===== src/rtl/word_slice_serializer_pkg.sv =====
// Shared types and defaults for the word slice serializer: FSM state encoding
// and the default word/slice geometry.
package word_slice_serializer_pkg;

  localparam int WIDTH_DEF = 32;
  localparam int SLICE_DEF = 8;
  localparam int IDX_W     = 2;

  typedef enum logic {
    IDLE = 1'b0,
    SEND = 1'b1
  } state_e;

endpackage


===== src/rtl/word_slice_serializer_slice_and_8.sv =====
// Slice-wide AND reduction from the reduction library; flags a slice whose
// bits are all ones.
module slice_and_8 #(
  parameter int N = 8
) (
  input  logic [N-1:0] data_i,
  output logic         all_ones_o
);

  assign all_ones_o = &data_i;

endmodule


===== src/rtl/word_slice_serializer.sv =====
// Serializes one WIDTH-bit word into NSLICE slices, LSB slice first, with
// per-slice and whole-word all-ones flags for the narrow status bus.
module word_slice_serializer
  import word_slice_serializer_pkg::*;
#(
  parameter int WIDTH = WIDTH_DEF,
  parameter int SLICE = SLICE_DEF
) (
  input  logic             clock,
  input  logic             reset_n,
  input  logic             in_valid,
  output logic             in_ready,
  input  logic [WIDTH-1:0] in_data,
  output logic             out_valid,
  input  logic             out_ready,
  output logic [SLICE-1:0] out_data,
  output logic [IDX_W-1:0] out_idx,
  output logic             out_last,
  output logic             out_all_ones,
  output logic             word_all_ones
);

  localparam int               NSLICE   = WIDTH / SLICE;
  localparam logic [IDX_W-1:0] LAST_IDX = IDX_W'(NSLICE - 1);
  localparam logic [IDX_W-1:0] IDX_ZERO = IDX_W'(0);
  localparam logic [IDX_W-1:0] IDX_ONE  = IDX_W'(1);

  state_e                          state_q, state_d;
  logic [WIDTH-1:0]                word_q, word_d;
  logic [IDX_W-1:0]                idx_q, idx_d;
  logic                            acc_q, acc_d;

  logic                            out_valid_q;
  logic [SLICE-1:0]                out_data_q;
  logic [IDX_W-1:0]                out_idx_q;
  logic                            out_last_q;
  logic                            out_all_ones_q;

  logic [NSLICE-1:0][SLICE-1:0]    word_slices_d;
  logic [SLICE-1:0]                slice_d;
  logic                            slice_all_ones_d;
  logic                            send_d;
  logic                            in_hs;
  logic                            out_hs;

  assign out_hs   = out_valid_q & out_ready;
  assign in_ready = (state_q == IDLE) | (out_hs & out_last_q);
  assign in_hs    = in_valid & in_ready;

  // Next-state logic: load, advance slice index, or return to idle.
  always_comb begin
    state_d = state_q;
    word_d  = word_q;
    idx_d   = idx_q;
    acc_d   = acc_q;
    case (state_q)
      IDLE: begin
        if (in_hs) begin
          word_d  = in_data;
          idx_d   = IDX_ZERO;
          acc_d   = 1'b1;
          state_d = SEND;
        end else begin
          state_d = IDLE;
        end
      end
      SEND: begin
        if (out_hs && out_last_q) begin
          // Last slice leaving: chain straight into a waiting word, no bubble.
          idx_d = IDX_ZERO;
          acc_d = 1'b1;
          if (in_valid) begin
            word_d  = in_data;
            state_d = SEND;
          end else begin
            state_d = IDLE;
          end
        end else if (out_hs) begin
          acc_d = acc_q & out_all_ones_q;
          idx_d = idx_q + IDX_ONE;
        end else begin
          state_d = SEND;
        end
      end
      default: begin
        state_d = IDLE;
        idx_d   = IDX_ZERO;
        acc_d   = 1'b1;
      end
    endcase
  end

  assign send_d        = (state_d == SEND);
  assign word_slices_d = word_d;

  // Slice that the output registers will present next cycle; zero when idle.
  always_comb begin
    slice_d = '0;
    if (send_d) begin
      slice_d = word_slices_d[idx_d];
    end else begin
      slice_d = '0;
    end
  end

  slice_and_8 #(
    .N (SLICE)
  ) u_slice_and (
    .data_i     (slice_d),
    .all_ones_o (slice_all_ones_d)
  );

  // Core state: FSM, held word, slice index and running all-ones accumulator.
  always_ff @(posedge clock or negedge reset_n) begin
    if (!reset_n) begin
      state_q <= IDLE;
      word_q  <= '0;
      idx_q   <= IDX_ZERO;
      acc_q   <= 1'b1;
    end else begin
      state_q <= state_d;
      word_q  <= word_d;
      idx_q   <= idx_d;
      acc_q   <= acc_d;
    end
  end

  // Output registers, computed from next state so they track the core state.
  always_ff @(posedge clock or negedge reset_n) begin
    if (!reset_n) begin
      out_valid_q    <= 1'b0;
      out_data_q     <= '0;
      out_idx_q      <= IDX_ZERO;
      out_last_q     <= 1'b0;
      out_all_ones_q <= 1'b0;
    end else begin
      out_valid_q    <= send_d;
      out_data_q     <= slice_d;
      out_idx_q      <= idx_d;
      out_last_q     <= send_d & (idx_d == LAST_IDX);
      out_all_ones_q <= send_d & slice_all_ones_d;
    end
  end

  assign out_valid     = out_valid_q;
  assign out_data      = out_data_q;
  assign out_idx       = out_idx_q;
  assign out_last      = out_last_q;
  assign out_all_ones  = out_all_ones_q;
  assign word_all_ones = out_last_q & acc_q & out_all_ones_q;

endmodule


===== config.mk =====
export PLATFORM = sky130hd
export DESIGN_NAME = word_slice_serializer
export DESIGN_NICKNAME = d
export VERILOG_FILES = /design/src/rtl/word_slice_serializer_pkg.sv /design/src/rtl/word_slice_serializer_slice_and_8.sv /design/src/rtl/word_slice_serializer.sv
export SDC_FILE = /design/constraint.sdc
export NUM_CORES = 1
export LEC_CHECK = 0
export BUFFER_PORTS_ARGS = -buffer_cell sky130_fd_sc_hd__buf_2
export CAP_MARGIN = 0
export CORE_ASPECT_RATIO = 1.5
export CORE_MARGIN = 2
export CORE_UTILIZATION = 36
export DETAILED_ROUTE_END_ITERATION = 10
export PLACE_DENSITY = 0.59
export SLEW_MARGIN = 20
export SYNTH_ARGS = -nofsm -noshare
export SYNTH_HDL_FRONTEND = slang
export SYNTH_SLANG_ARGS = --single-unit

===== constraint.sdc =====
create_clock -name clock -period 3 [get_ports clock]
set_input_delay 0.3 -clock clock [delete_from_list [all_inputs] [get_ports clock]]
set_output_delay 0.3 -clock clock [all_outputs]
set_load 0.02 [all_outputs]

==> results of run 1 <==
## state kept, by name (all words and copies together) (netlist names)
| name | count |
|---|---|
| acc_q | 1 |
| out_valid | 1 |
| out_data | 8 |
| out_idx | 2 |
| word_q | 32 |
| out_all_ones | 1 |
| out_last | 1 |
## logic make-up after synthesis
kind of cell	after synthesis	share of synthesized area [%]
buffers and inverters	14	3.90
muxes	25	12.7
AOI/OAI and AO/OA	29	10.7
DFF	46	54.4
and+or+nand+nor	90	18.3
## synth_stat cells
library cell | number | share of area, %
sky130_fd_sc_hd__a31oi_1 | 1 | 0.30
sky130_fd_sc_hd__nor4_2 | 1 | 0.59
sky130_fd_sc_hd__mux2_4 | 1 | 0.71
sky130_fd_sc_hd__mux2_2 | 8 | 4.3
sky130_fd_sc_hd__buf_6 | 4 | 2.1
sky130_fd_sc_hd__a221oi_1 | 1 | 0.41
sky130_fd_sc_hd__nor2b_1 | 2 | 0.59
sky130_fd_sc_hd__clkbuf_1 | 4 | 0.71
sky130_fd_sc_hd__and3_1 | 2 | 0.59
sky130_fd_sc_hd__a22o_1 | 2 | 0.83
sky130_fd_sc_hd__a21oi_2 | 2 | 0.83
sky130_fd_sc_hd__mux2i_1 | 13 | 6.1
sky130_fd_sc_hd__nor3_1 | 1 | 0.24
sky130_fd_sc_hd__and4bb_1 | 1 | 0.59
sky130_fd_sc_hd__o221ai_1 | 1 | 0.41
sky130_fd_sc_hd__o21ai_4 | 1 | 0.77
sky130_fd_sc_hd__dfrtp_1 | 45 | 53
sky130_fd_sc_hd__o21ai_1 | 2 | 0.47
sky130_fd_sc_hd__inv_2 | 1 | 0.18
sky130_fd_sc_hd__nor4_1 | 1 | 0.30
sky130_fd_sc_hd__dfstp_2 | 1 | 1.2
sky130_fd_sc_hd__a211oi_2 | 1 | 0.59
sky130_fd_sc_hd__a211oi_1 | 1 | 0.35
sky130_fd_sc_hd__o22ai_1 | 1 | 0.30
sky130_fd_sc_hd__mux2_1 | 3 | 1.6
sky130_fd_sc_hd__inv_1 | 5 | 0.89
sky130_fd_sc_hd__and2_1 | 3 | 0.89
sky130_fd_sc_hd__a21bo_4 | 1 | 0.77
sky130_fd_sc_hd__o21a_1 | 2 | 0.71
sky130_fd_sc_hd__nand2_1 | 64 | 11
sky130_fd_sc_hd__o21ai_0 | 5 | 1.2
sky130_fd_sc_hd__a221oi_2 | 1 | 0.71
sky130_fd_sc_hd__nand3_2 | 1 | 0.47
sky130_fd_sc_hd__nor2_1 | 13 | 2.3
sky130_fd_sc_hd__a221o_1 | 1 | 0.47
sky130_fd_sc_hd__and2_4 | 1 | 0.41
sky130_fd_sc_hd__a22oi_1 | 2 | 0.71
sky130_fd_sc_hd__a21oi_1 | 4 | 0.94
## through the flow
stage                     setup slack, ns  hold WS [ns]
after detailed placement            0.728         0.461
final                               0.708       -0.0139
after floorplan                     0.905       0.00441
after CTS                           0.713         0.182
after global placement              0.777         0.456
after global routing                0.567        0.0406
## final cells by class
| cell class | count | area (um2) |
|---|---|---|
| fill | 592 | 3220 |
| sequential | 46 | 1150 |
| multi-input combinational | 144 | 885 |
| timing repair buffer | 51 | 260 |
| tap | 72 | 90.1 |
| clock buffer | 5 | 68.8 |
| clock inverter | 3 | 43.8 |
| inverter | 6 | 22.5 |
## metal layers
metal,GRT usage [%],up-vias
li1,-,786
met2,24.1,40
met5,0,-
met4,5.49,0
met1,19.1,740
met3,2.19,9
## power by group
group	leakage (nW)	switching, mW	internal [mW]
Combinational	0.660	0.713	0.512
Sequential	0.564	0.143	0.913
Clock	0.0585	0.212	0.250
## final timing paths
check / from / end / slack, ns / cells after the start
min: reset_n / out_last$_DFF_PN0_ / -0.01 / 1
min reg2reg: word_q[11]$_DFF_PN0_ / word_q[11]$_DFF_PN0_ / 0.48 / 2
max reg2reg: out_idx[1]$_DFF_PN0_ / out_all_ones$_DFF_PN0_ / 0.71 / 7
min in group clock: in_data[12] / word_q[12]$_DFF_PN0_ / 0.19 / 3
max: out_idx[1]$_DFF_PN0_ / out_all_ones$_DFF_PN0_ / 0.71 / 7
max in group asynchronous: reset_n / word_q[28]$_DFF_PN0_ / 2.61 / 1
==> results.py, run 1 <==
metrics = {
    "run_status": {
        "status": "complete, but fails checks",
        "failed_checks": "negative hold slack",
    },
    "timing": {
        "timing.hold.ws_ns": -0.0139,
        "setup_viol": 0,
        "rsz0062_at_grt": "false",
        "fin_crit_ns": 2.29,
        "totalNegativeSetupSlack_ns": 0,
        "worst_clock_skew_ns": 0.00481,
        "worst_slew_margin_rel_pct": 55.8,
        "post-route-period-util_pct": 76.4,
        "tightestPinTransition_ns": 0.660,
        "slew_viol_final": 0,
        "max_freq_ghz": 0.436,
        "final_number_of_hold_violating_endpoints": 7,
    },
    "clocking": {
        "tritoncts": "done",
        "cts-hold-fix-buffers": 0,
        "root_buffer": "sky130_fd_sc_hd__clkbuf_8",
        "cts.sink_count": 46,
        "max_clock_buf_depth": 2,
        "post_cts_buffers": 0,
        "cts_max_level": 2,
        "clk_latency_ns": 0.30,
        "worst_path_clk_slew_ns": 0.09,
        "inserted_clock_buffers": 5,
        "post_cts_resized": 0,
    },
    "drt": {
        "uppermost_metal_layer_occupied_by_signal_nets": "met4",
        "routed-wl-met2_um": 2250,
        "met1Wirelength_um": 1940,
        "drt_pre_antenna_iters": 4,
        "initialDrtViolationCount": 82,
        "via_per_inst": 4.82,
        "wl_per_cell_um": 13.7,
        "wl_met3_um": 204,
        "drcViolationCount": 0,
        "ant_nets": 0,
        "via_count": 1575,
        "wl_um": 4480,
    },
    "floorplanning": {
        "dieHeight_um": 98.0,
        "rows": 34,
        "dieWidth_um": 66.7,
        "placeableCoreArea_um2": 5740,
        "die_area_um2": 6530,
        "ios": 51,
        "start_util_pct": 36.9,
    },
    "pwr": {
        "p_total_mw": 2.74,
        "pwr_dens_nw_per_um2": 1090,
        "vdd_drop_max_mv": 0.376,
        "leakage_nw": 1.28,
    },
    "placement": {
        "place_area_um2": 2410,
        "place_hpwl_um": 3270,
        "dp_cells": 319,
        "place_congestion": 0.861,
        "numPortBuffers": 50,
    },
    "grt": {
        "grt_overflow": 0,
        "grt.total_usage_pct": 14.6,
        "largest_net_degree_at_the_start_of_global_routing": 47,
        "grt_antenna_before_repair": 0,
        "first_pass_grt_wire_length_um": 7400,
        "grt_pass1_vias": 1531,
    },
    "critical_path": {
        "cpMaxStageDelayCell": "sky130_fd_sc_hd__o21ai_4",
        "path_class": "reg2reg",
        "critical_path_buf_inv_count": 0,
        "cells_along_the_critical_path": "and4bb_1, a21oi_2, o21ai_4, mux2_2, a22o_1, nand3_2, nor4_2",
        "critical_path.max_stage_delay_ns": 0.54,
        "critPathLaunchType": "flop",
        "endpoint_kind": "flop",
        "cp.required_ns": 3.19,
        "critical_path_peak_fanout": 18,
        "critical-path-top-delay-family": "compound AO/OA/AOI/OAI gates",
        "arrival_ns": 2.48,
    },
    "logic_synthesis": {
        "syn_area_per_cell_um2": 10.4,
        "yosysUniqueCellTypes": 38,
        "synth.net_count": 240,
        "ys_ff_latch": 46,
        "synthesis.yosys.warnings": 0,
        "ys_seq_area_share_pct": 54.4,
        "mappedNetlistArea_um2": 2120,
        "netlist_instances": 204,
    },
    "finish": {
        "mostFrequentLayoutCell": "sky130_fd_sc_hd__nand2_1",
        "final_cells": 327,
        "insertedDiodeCount": 0,
        "layout-area-overhead-vs-synth_pct": 19.0,
        "layout.cells.most_common_list": "sky130_fd_sc_hd__nand2_1, sky130_fd_sc_hd__buf_2, sky130_fd_sc_hd__dfrtp_1",
        "finalCoreUtilization_pct": 43.9,
        "share_of_layout_cells_above_drive_strength_1_pct": 31.0,
        "final_cell_area_um2": 2520,
        "nets": 290,
    },
    "min_path": {
        "worstHoldPathType": "in2async",
    },
    "job": {
        "drv.max_cap_violation_count": 0,
    },
}
(Power assumes the default switching activity.)
==> run 2: changes to the inputs <==
--- a/config.mk
+++ b/config.mk
@@ -5,13 +5,14 @@
 export SDC_FILE = /design/constraint.sdc
 export NUM_CORES = 1
 export LEC_CHECK = 0
+export ABC_AREA = 1
 export BUFFER_PORTS_ARGS = -buffer_cell sky130_fd_sc_hd__buf_2
 export CAP_MARGIN = 0
 export CORE_ASPECT_RATIO = 1.5
 export CORE_MARGIN = 2
 export CORE_UTILIZATION = 36
 export DETAILED_ROUTE_END_ITERATION = 10
-export PLACE_DENSITY = 0.59
+export PLACE_DENSITY = 0.61
 export SLEW_MARGIN = 20
 export SYNTH_ARGS = -nofsm -noshare
 export SYNTH_HDL_FRONTEND = slang
==> constraint.sdc (replaced) <==
create_clock -name clock -period 2.1 [get_ports clock]
set_input_delay 0.21 -clock clock [delete_from_list [all_inputs] [get_ports clock]]
set_output_delay 0.21 -clock clock [all_outputs]
set_load 0.02 [all_outputs]
==> run 2 against run 1 <==
- the flow now finishes without violations
- register-to-register slack got worse by 0.47 ns
- wire length is 17% higher
- final cell count rose by 26%
- critical path depth up 3
- first-iteration DRC count down 32%
- clock power up 19%
- global-route usage grew 2.4 points
- core utilization rose by 0.31 points
- sequential power up 36%
- clock-buffer cell count rose by 2
- combinational power up 58%
- die area up 5.5%
- highest routed layer unchanged
==> results.py, run 2 <==
metrics = {
    "run_status": {
        "status": "completed",
    },
    "finish": {
        "finalCoreUtilization_pct": 44.2,
        "max_ffs_per_register": 32,
        "n_fill_cell": 654,
        "final_cell_area_um2": 2690,
        "final_cells": 412,
        "layout-area-overhead-vs-synth_pct": 20.0,
        "mostFrequentLayoutCell": "sky130_fd_sc_hd__nand2_1",
        "layout.cells.most_common_list": "sky130_fd_sc_hd__nand2_1, sky130_fd_sc_hd__buf_2, sky130_fd_sc_hd__dfrtp_1",
        "reg_with_most_ffs": "word_q",
        "nets": 373,
        "share_of_layout_cells_above_drive_strength_1_pct": 28.7,
        "insertedDiodeCount": 0,
    },
    "drt": {
        "wl_um": 5230,
        "ant_nets": 0,
        "drcViolationCount": 0,
        "drt_pre_antenna_iters": 4,
        "via_per_inst": 4.62,
        "initialDrtViolationCount": 56,
        "via_count": 1903,
        "wl_per_cell_um": 12.7,
    },
    "logic_synthesis": {
        "synthFlopType": "sky130_fd_sc_hd__dfrtp_1",
        "synth.net_count": 318,
        "synth_top_cell_by_area": "sky130_fd_sc_hd__dfrtp_1",
        "synth.most_common_cell": "sky130_fd_sc_hd__nand2_1",
        "synth_edf_count": 0,
        "ffs_w_async_s_r_synth_pct": 100,
        "yosysUniqueCellTypes": 19,
        "synth.area.top_cells": "sky130_fd_sc_hd__dfrtp_1, sky130_fd_sc_hd__nand2_1, sky130_fd_sc_hd__nand3_1",
        "netlist_instances": 282,
        "mappedNetlistArea_um2": 2240,
        "synthesis.yosys.warnings": 0,
        "syn_area_per_cell_um2": 7.96,
        "netlist.area_leader.share_pct": 50.2,
        "ys_ff_latch": 46,
        "ys_seq_area_share_pct": 51.4,
        "synth_commonest_cells": "sky130_fd_sc_hd__nand2_1, sky130_fd_sc_hd__dfrtp_1, sky130_fd_sc_hd__nand3_1",
    },
    "critical_path": {
        "cp.required_ns": 2.34,
        "worst_r2r_start": "out_valid$_DFF_PN0_",
        "arrival_ns": 2.10,
        "worstSetupStartpoint": "out_valid$_DFF_PN0_",
        "r2r_slack_ns": 0.23,
        "critPathLaunchType": "flop",
        "endpoint_of_the_most_critical_setup_path": "out_all_ones$_DFF_PN0_",
        "rr_endpoint": "out_all_ones$_DFF_PN0_",
        "path_class": "reg2reg",
        "critical_path_peak_fanout": 10,
        "depth_of_the_worst_register_to_register_path": 10,
        "endpoint_kind": "flop",
    },
    "clocking": {
        "clk_latency_ns": 0.29,
        "cts.sink_count": 46,
        "tritoncts": "done",
        "worst_path_clk_slew_ns": 0.08,
        "cts_max_level": 2,
        "root_buffer": "sky130_fd_sc_hd__clkbuf_8",
        "inserted_clock_buffers": 5,
        "max_clock_buf_depth": 2,
    },
    "timing": {
        "post-route-period-util_pct": 88.9,
        "totalNegativeSetupSlack_ns": 0,
        "final_number_of_hold_violating_endpoints": 0,
        "setup_viol": 0,
        "max_freq_ghz": 0.536,
        "tightestPinTransition_ns": 0.542,
        "timing.hold.ws_ns": 0.127,
        "slew_viol_final": 0,
        "worst_clock_skew_ns": 0.00495,
        "fin_crit_ns": 1.87,
        "rsz0062_at_grt": "false",
        "finalWorstSetupSlack_ns": 0.234,
        "worst_slew_margin_rel_pct": 63.9,
    },
    "placement": {
        "post-place-ws_ns": 0.120,
        "place_congestion": 0.803,
        "place_area_um2": 2580,
        "dp_cells": 402,
        "place_hpwl_um": 3890,
        "numPortBuffers": 50,
    },
    "floorplanning": {
        "rows": 35,
        "placeableCoreArea_um2": 6090,
        "ios": 51,
        "start_util_pct": 36.9,
        "die_area_um2": 6890,
        "dieWidth_um": 68.5,
        "dieHeight_um": 101,
    },
    "pwr": {
        "leakage_nw": 1.51,
        "vdd_drop_max_mv": 0.561,
        "p_total_mw": 3.92,
        "pwr_dens_nw_per_um2": 1450,
    },
    "grt": {
        "largest_net_degree_at_the_start_of_global_routing": 27,
        "grt_overflow": 0,
        "grt.total_usage_pct": 16.9,
        "first_pass_grt_wire_length_um": 8720,
        "grt_antenna_before_repair": 0,
        "grt_pass1_vias": 1894,
    },
    "job": {
        "drv.max_cap_violation_count": 0,
    },
    "min_path": {
        "worstHoldPathType": "in2reg",
        "timing.hold.worst_path_depth": 3,
    },
}
[run 2: cell families (layout without fill, tap and decap cells)]
logic type | after synthesis | count (layout) | synth area share, %
and+or+nand+nor | 195 | 195 | 39.0
DFF | 46 | 46 | 51.4
AOI/OAI and AO/OA | 3 | 3 | 1.23
buffers and inverters | 38 | 94 | 8.37
[run 2: layer usage]
layer / up-vias / GRT usage [%] / routed length, um
met5: - / 0 / 0
met4: 0 / 6.46 / 92
met3: 5 / 2.57 / 151
met2: 28 / 29.2 / 2830
met1: 902 / 20.7 / 2160
li1: 968 / - / -
[run 2: worst min path at each step]
stage                             end       start  slack (ns)
2_1_floorplan  out_all_ones$_DFF_PN0_     reset_n       -0.09
3_3_place_gp    out_data[6]$_DFF_PN0_     reset_n        0.22
3_5_place_dp    out_data[7]$_DFF_PN0_     reset_n        0.23
4_1_cts           word_q[8]$_DFF_PN0_  in_data[8]        0.13
5_1_grt           word_q[9]$_DFF_PN0_  in_data[9]        0.12
6_report          word_q[8]$_DFF_PN0_  in_data[8]        0.13
[run 2: final cells by class]
type / instances / area [um2] / area share [%]
flip-flops and latches: 46 / 1150 / 42.8
well taps: 74 / 92.6 / 3.44
clock buffers: 7 / 86.3 / 3.21
repair buffers: 57 / 343 / 12.7
multi-input cells: 198 / 903 / 33.6
inverters: 29 / 109 / 4.04
clock inverters: 1 / 5.00 / 0.186
[run 2: power breakdown]
part | internal [mW] | switching [mW]
logic | 0.634 | 1.29
clock network | 0.266 | 0.285
registers | 1.30 | 0.143
[run 2: timing repair]
action | CTS | global route
hold buffers | 1 | 0
setup endpoints to repair | 0 | 1
hold endpoints to repair | 22 | 0
buffers inserted | 0 | 1
resized for setup | 0 | 1
[run 2: critical path, stage by stage (launching register included)]
cell and delay [ns]:
sky130_fd_sc_hd__dfrtp_2 0.49, sky130_fd_sc_hd__inv_2 0.08, sky130_fd_sc_hd__a21oi_4 0.23, sky130_fd_sc_hd__nand3_1 0.13, sky130_fd_sc_hd__nand2_2 0.22, sky130_fd_sc_hd__inv_2 0.16
sky130_fd_sc_hd__nand3_1 0.13, sky130_fd_sc_hd__nand3_1 0.12, sky130_fd_sc_hd__nor2_1 0.12, sky130_fd_sc_hd__nand2_1 0.06, sky130_fd_sc_hd__nor2_2 0.07
==> run 3: changes to the inputs <==
--- a/config.mk
+++ b/config.mk
@@ -12,7 +12,8 @@
 export CORE_MARGIN = 2
 export CORE_UTILIZATION = 36
 export DETAILED_ROUTE_END_ITERATION = 10
-export PLACE_DENSITY = 0.61
+export PLACE_DENSITY = 0.67
+export SETUP_SLACK_MARGIN = 0.5
 export SLEW_MARGIN = 20
 export SYNTH_ARGS = -nofsm -noshare
 export SYNTH_HDL_FRONTEND = slang
==> run 3 against run 2 <==
- power is 12% higher
- sequential cell count unchanged
- final cell count up 4.1%
- largest power group unchanged
==> results.py, run 3 (synthesized netlist as in run 2, its figures left out) <==
metrics = {
    "drt": {
        "wl_per_cell_um": 13.9,
        "via_per_inst": 4.71,
        "drcViolationCount": 0,
        "via_count": 2021,
        "wl_um": 5970,
        "initialDrtViolationCount": 62,
        "ant_nets": 0,
        "drt_pre_antenna_iters": 4,
    },
    "pwr": {
        "pwr_dens_nw_per_um2": 1470,
        "leakage_nw": 1.66,
        "vdd_drop_max_mv": 0.568,
    },
    "clocking": {
        "root_buffer": "sky130_fd_sc_hd__clkbuf_8",
        "max_clock_buf_depth": 2,
        "inserted_clock_buffers": 5,
        "cts_max_level": 2,
        "clk_latency_ns": 0.30,
        "worst_path_clk_slew_ns": 0.08,
        "cts.sink_count": 46,
        "tritoncts": "done",
    },
    "finish": {
        "mostFrequentLayoutCell": "sky130_fd_sc_hd__nand2_1",
        "insertedDiodeCount": 0,
        "layout.cells.most_common_list": "sky130_fd_sc_hd__nand2_1, sky130_fd_sc_hd__buf_2, sky130_fd_sc_hd__dfrtp_1",
        "share_of_layout_cells_above_drive_strength_1_pct": 40.0,
        "layout-area-overhead-vs-synth_pct": 33.1,
        "reg_with_most_ffs": "word_q",
        "n_fill_cell": 613,
        "max_ffs_per_register": 32,
        "finalCoreUtilization_pct": 49.1,
        "final_cells": 429,
        "nets": 390,
    },
    "run_status": {
        "status": "completed",
    },
    "placement": {
        "place_hpwl_um": 3710,
        "place_congestion": 0.804,
        "numPortBuffers": 50,
        "dp_cells": 402,
    },
    "critical_path": {
        "r2r_slack_ns": 0.32,
        "rr_endpoint": "out_all_ones$_DFF_PN0_",
        "critPathLaunchType": "flop",
        "arrival_ns": 1.98,
        "critical_path_peak_fanout": 6,
        "path_class": "reg2reg",
        "endpoint_kind": "flop",
        "worstSetupStartpoint": "out_valid$_DFF_PN0_",
        "cp.required_ns": 2.30,
        "depth_of_the_worst_register_to_register_path": 14,
        "worst_r2r_start": "out_valid$_DFF_PN0_",
        "endpoint_of_the_most_critical_setup_path": "out_all_ones$_DFF_PN0_",
    },
    "min_path": {
        "worstHoldPathType": "in2reg",
    },
    "grt": {
        "grt.total_usage_pct": 17.7,
        "grt_overflow": 0,
        "largest_net_degree_at_the_start_of_global_routing": 31,
        "first_pass_grt_wire_length_um": 8910,
        "grt_pass1_vias": 1940,
        "grt_antenna_before_repair": 0,
    },
    "timing": {
        "slew_viol_final": 0,
        "worst_clock_skew_ns": 0.00754,
        "tightestPinTransition_ns": 0.316,
        "fin_crit_ns": 1.78,
        "totalNegativeSetupSlack_ns": 0,
        "setup_viol": 0,
        "max_freq_ghz": 0.560,
        "final_number_of_hold_violating_endpoints": 0,
        "worst_slew_margin_rel_pct": 78.9,
        "rsz0062_at_grt": "true",
        "post-route-period-util_pct": 85.0,
    },
    "floorplanning": {
        "start_util_pct": 36.9,
        "dieWidth_um": 68.5,
        "dieHeight_um": 101,
        "ios": 51,
        "placeableCoreArea_um2": 6090,
        "rows": 35,
        "die_area_um2": 6890,
    },
    "job": {
        "drv.max_cap_violation_count": 0,
    },
}
==> run 3: cell types whose count changed in the layout (fill, tap and decap cells not counted), sizes merged <==
cell    before  now
clkbuf       7    9
nor2        18   19
buf         56   70
==> run 3: layout make-up <==
type,instances,area (um2),share of cell area [%]
flip-flops and latches,46,1150,38.7
inverters,29,109,3.64
clock inverters,1,5.00,0.168
multi-input cells,199,1030,34.5
clock buffers,7,86.3,2.89
well taps,74,92.6,3.10
repair buffers,73,509,17.1
==> run 3: how the worst min path moves through the flow <==
stage,slack (ns),cells past startpoint,startpoint,to
2_1_floorplan,-0.09,0,reset_n,out_all_ones$_DFF_PN0_
3_3_place_gp,0.12,1,reset_n,out_data[6]$_DFF_PN0_
3_5_place_dp,0.12,1,reset_n,out_data[6]$_DFF_PN0_
4_1_cts,0.12,3,in_data[12],word_q[12]$_DFF_PN0_
5_1_grt,0.13,3,in_data[2],word_q[2]$_DFF_PN0_
6_report,0.12,3,in_data[12],word_q[12]$_DFF_PN0_
==> run 3: per-layer routing <==
layer  part of all wire, %  GRT usage (%)  vias up
met1                    38           20.1      941
met3                   5.3           3.13       17
met2                    54           31.7       57
met4                   2.8           6.92        0
li1                      -              -     1006
met5                     0              0        -
==> run 3: per-stage QoR <==
step | cell area (um2) | hold slack, ns | setup slack (ns) | power [mW]
2_1_floorplan | 2250 | -0.0856 | 0.461 | 2.88
5_1_grt | 2990 | 0.130 | 0.213 | 4.76
3_5_place_dp | 2560 | 0.119 | 0.104 | 3.38
6_report | 2990 | 0.121 | 0.315 | 4.40
4_1_cts | 2780 | 0.117 | 0.375 | 4.06
3_3_place_gp | 2560 | 0.120 | 0.132 | 3.36
==> run 3: critical path, stage by stage, from the launching register on <==
cell and delay [ns]:
sky130_fd_sc_hd__dfrtp_2 0.46, sky130_fd_sc_hd__inv_2 0.10, sky130_fd_sc_hd__a21oi_4 0.05, sky130_fd_sc_hd__buf_6 0.14
sky130_fd_sc_hd__nor2_4 0.16, sky130_fd_sc_hd__buf_12 0.16, sky130_fd_sc_hd__nor2_4 0.04, sky130_fd_sc_hd__nor2_2 0.12
sky130_fd_sc_hd__nand2_1 0.06, sky130_fd_sc_hd__nand2_1 0.07, sky130_fd_sc_hd__nand2_1 0.07, sky130_fd_sc_hd__nand2_2 0.09
sky130_fd_sc_hd__nor2_1 0.05, sky130_fd_sc_hd__nand2_1 0.08, sky130_fd_sc_hd__nor2_2 0.03
==> run 3: what timing repair did <==
action	in CTS	in global routing
hold buffers	1	0
resized for setup	7	29
buffers inserted	8	6
pin swaps	3	19
setup endpoints to repair	10	9
hold endpoints to repair	12	0
cloned	1	3
==> run 3: report_power, final <==
group	switching, mW	internal (mW)	total (mW)	leakage, nW
clock	0.282	0.265	0.547	0.0482
combinational	1.52	0.896	2.42	1.05
sequential	0.141	1.30	1.44	0.555
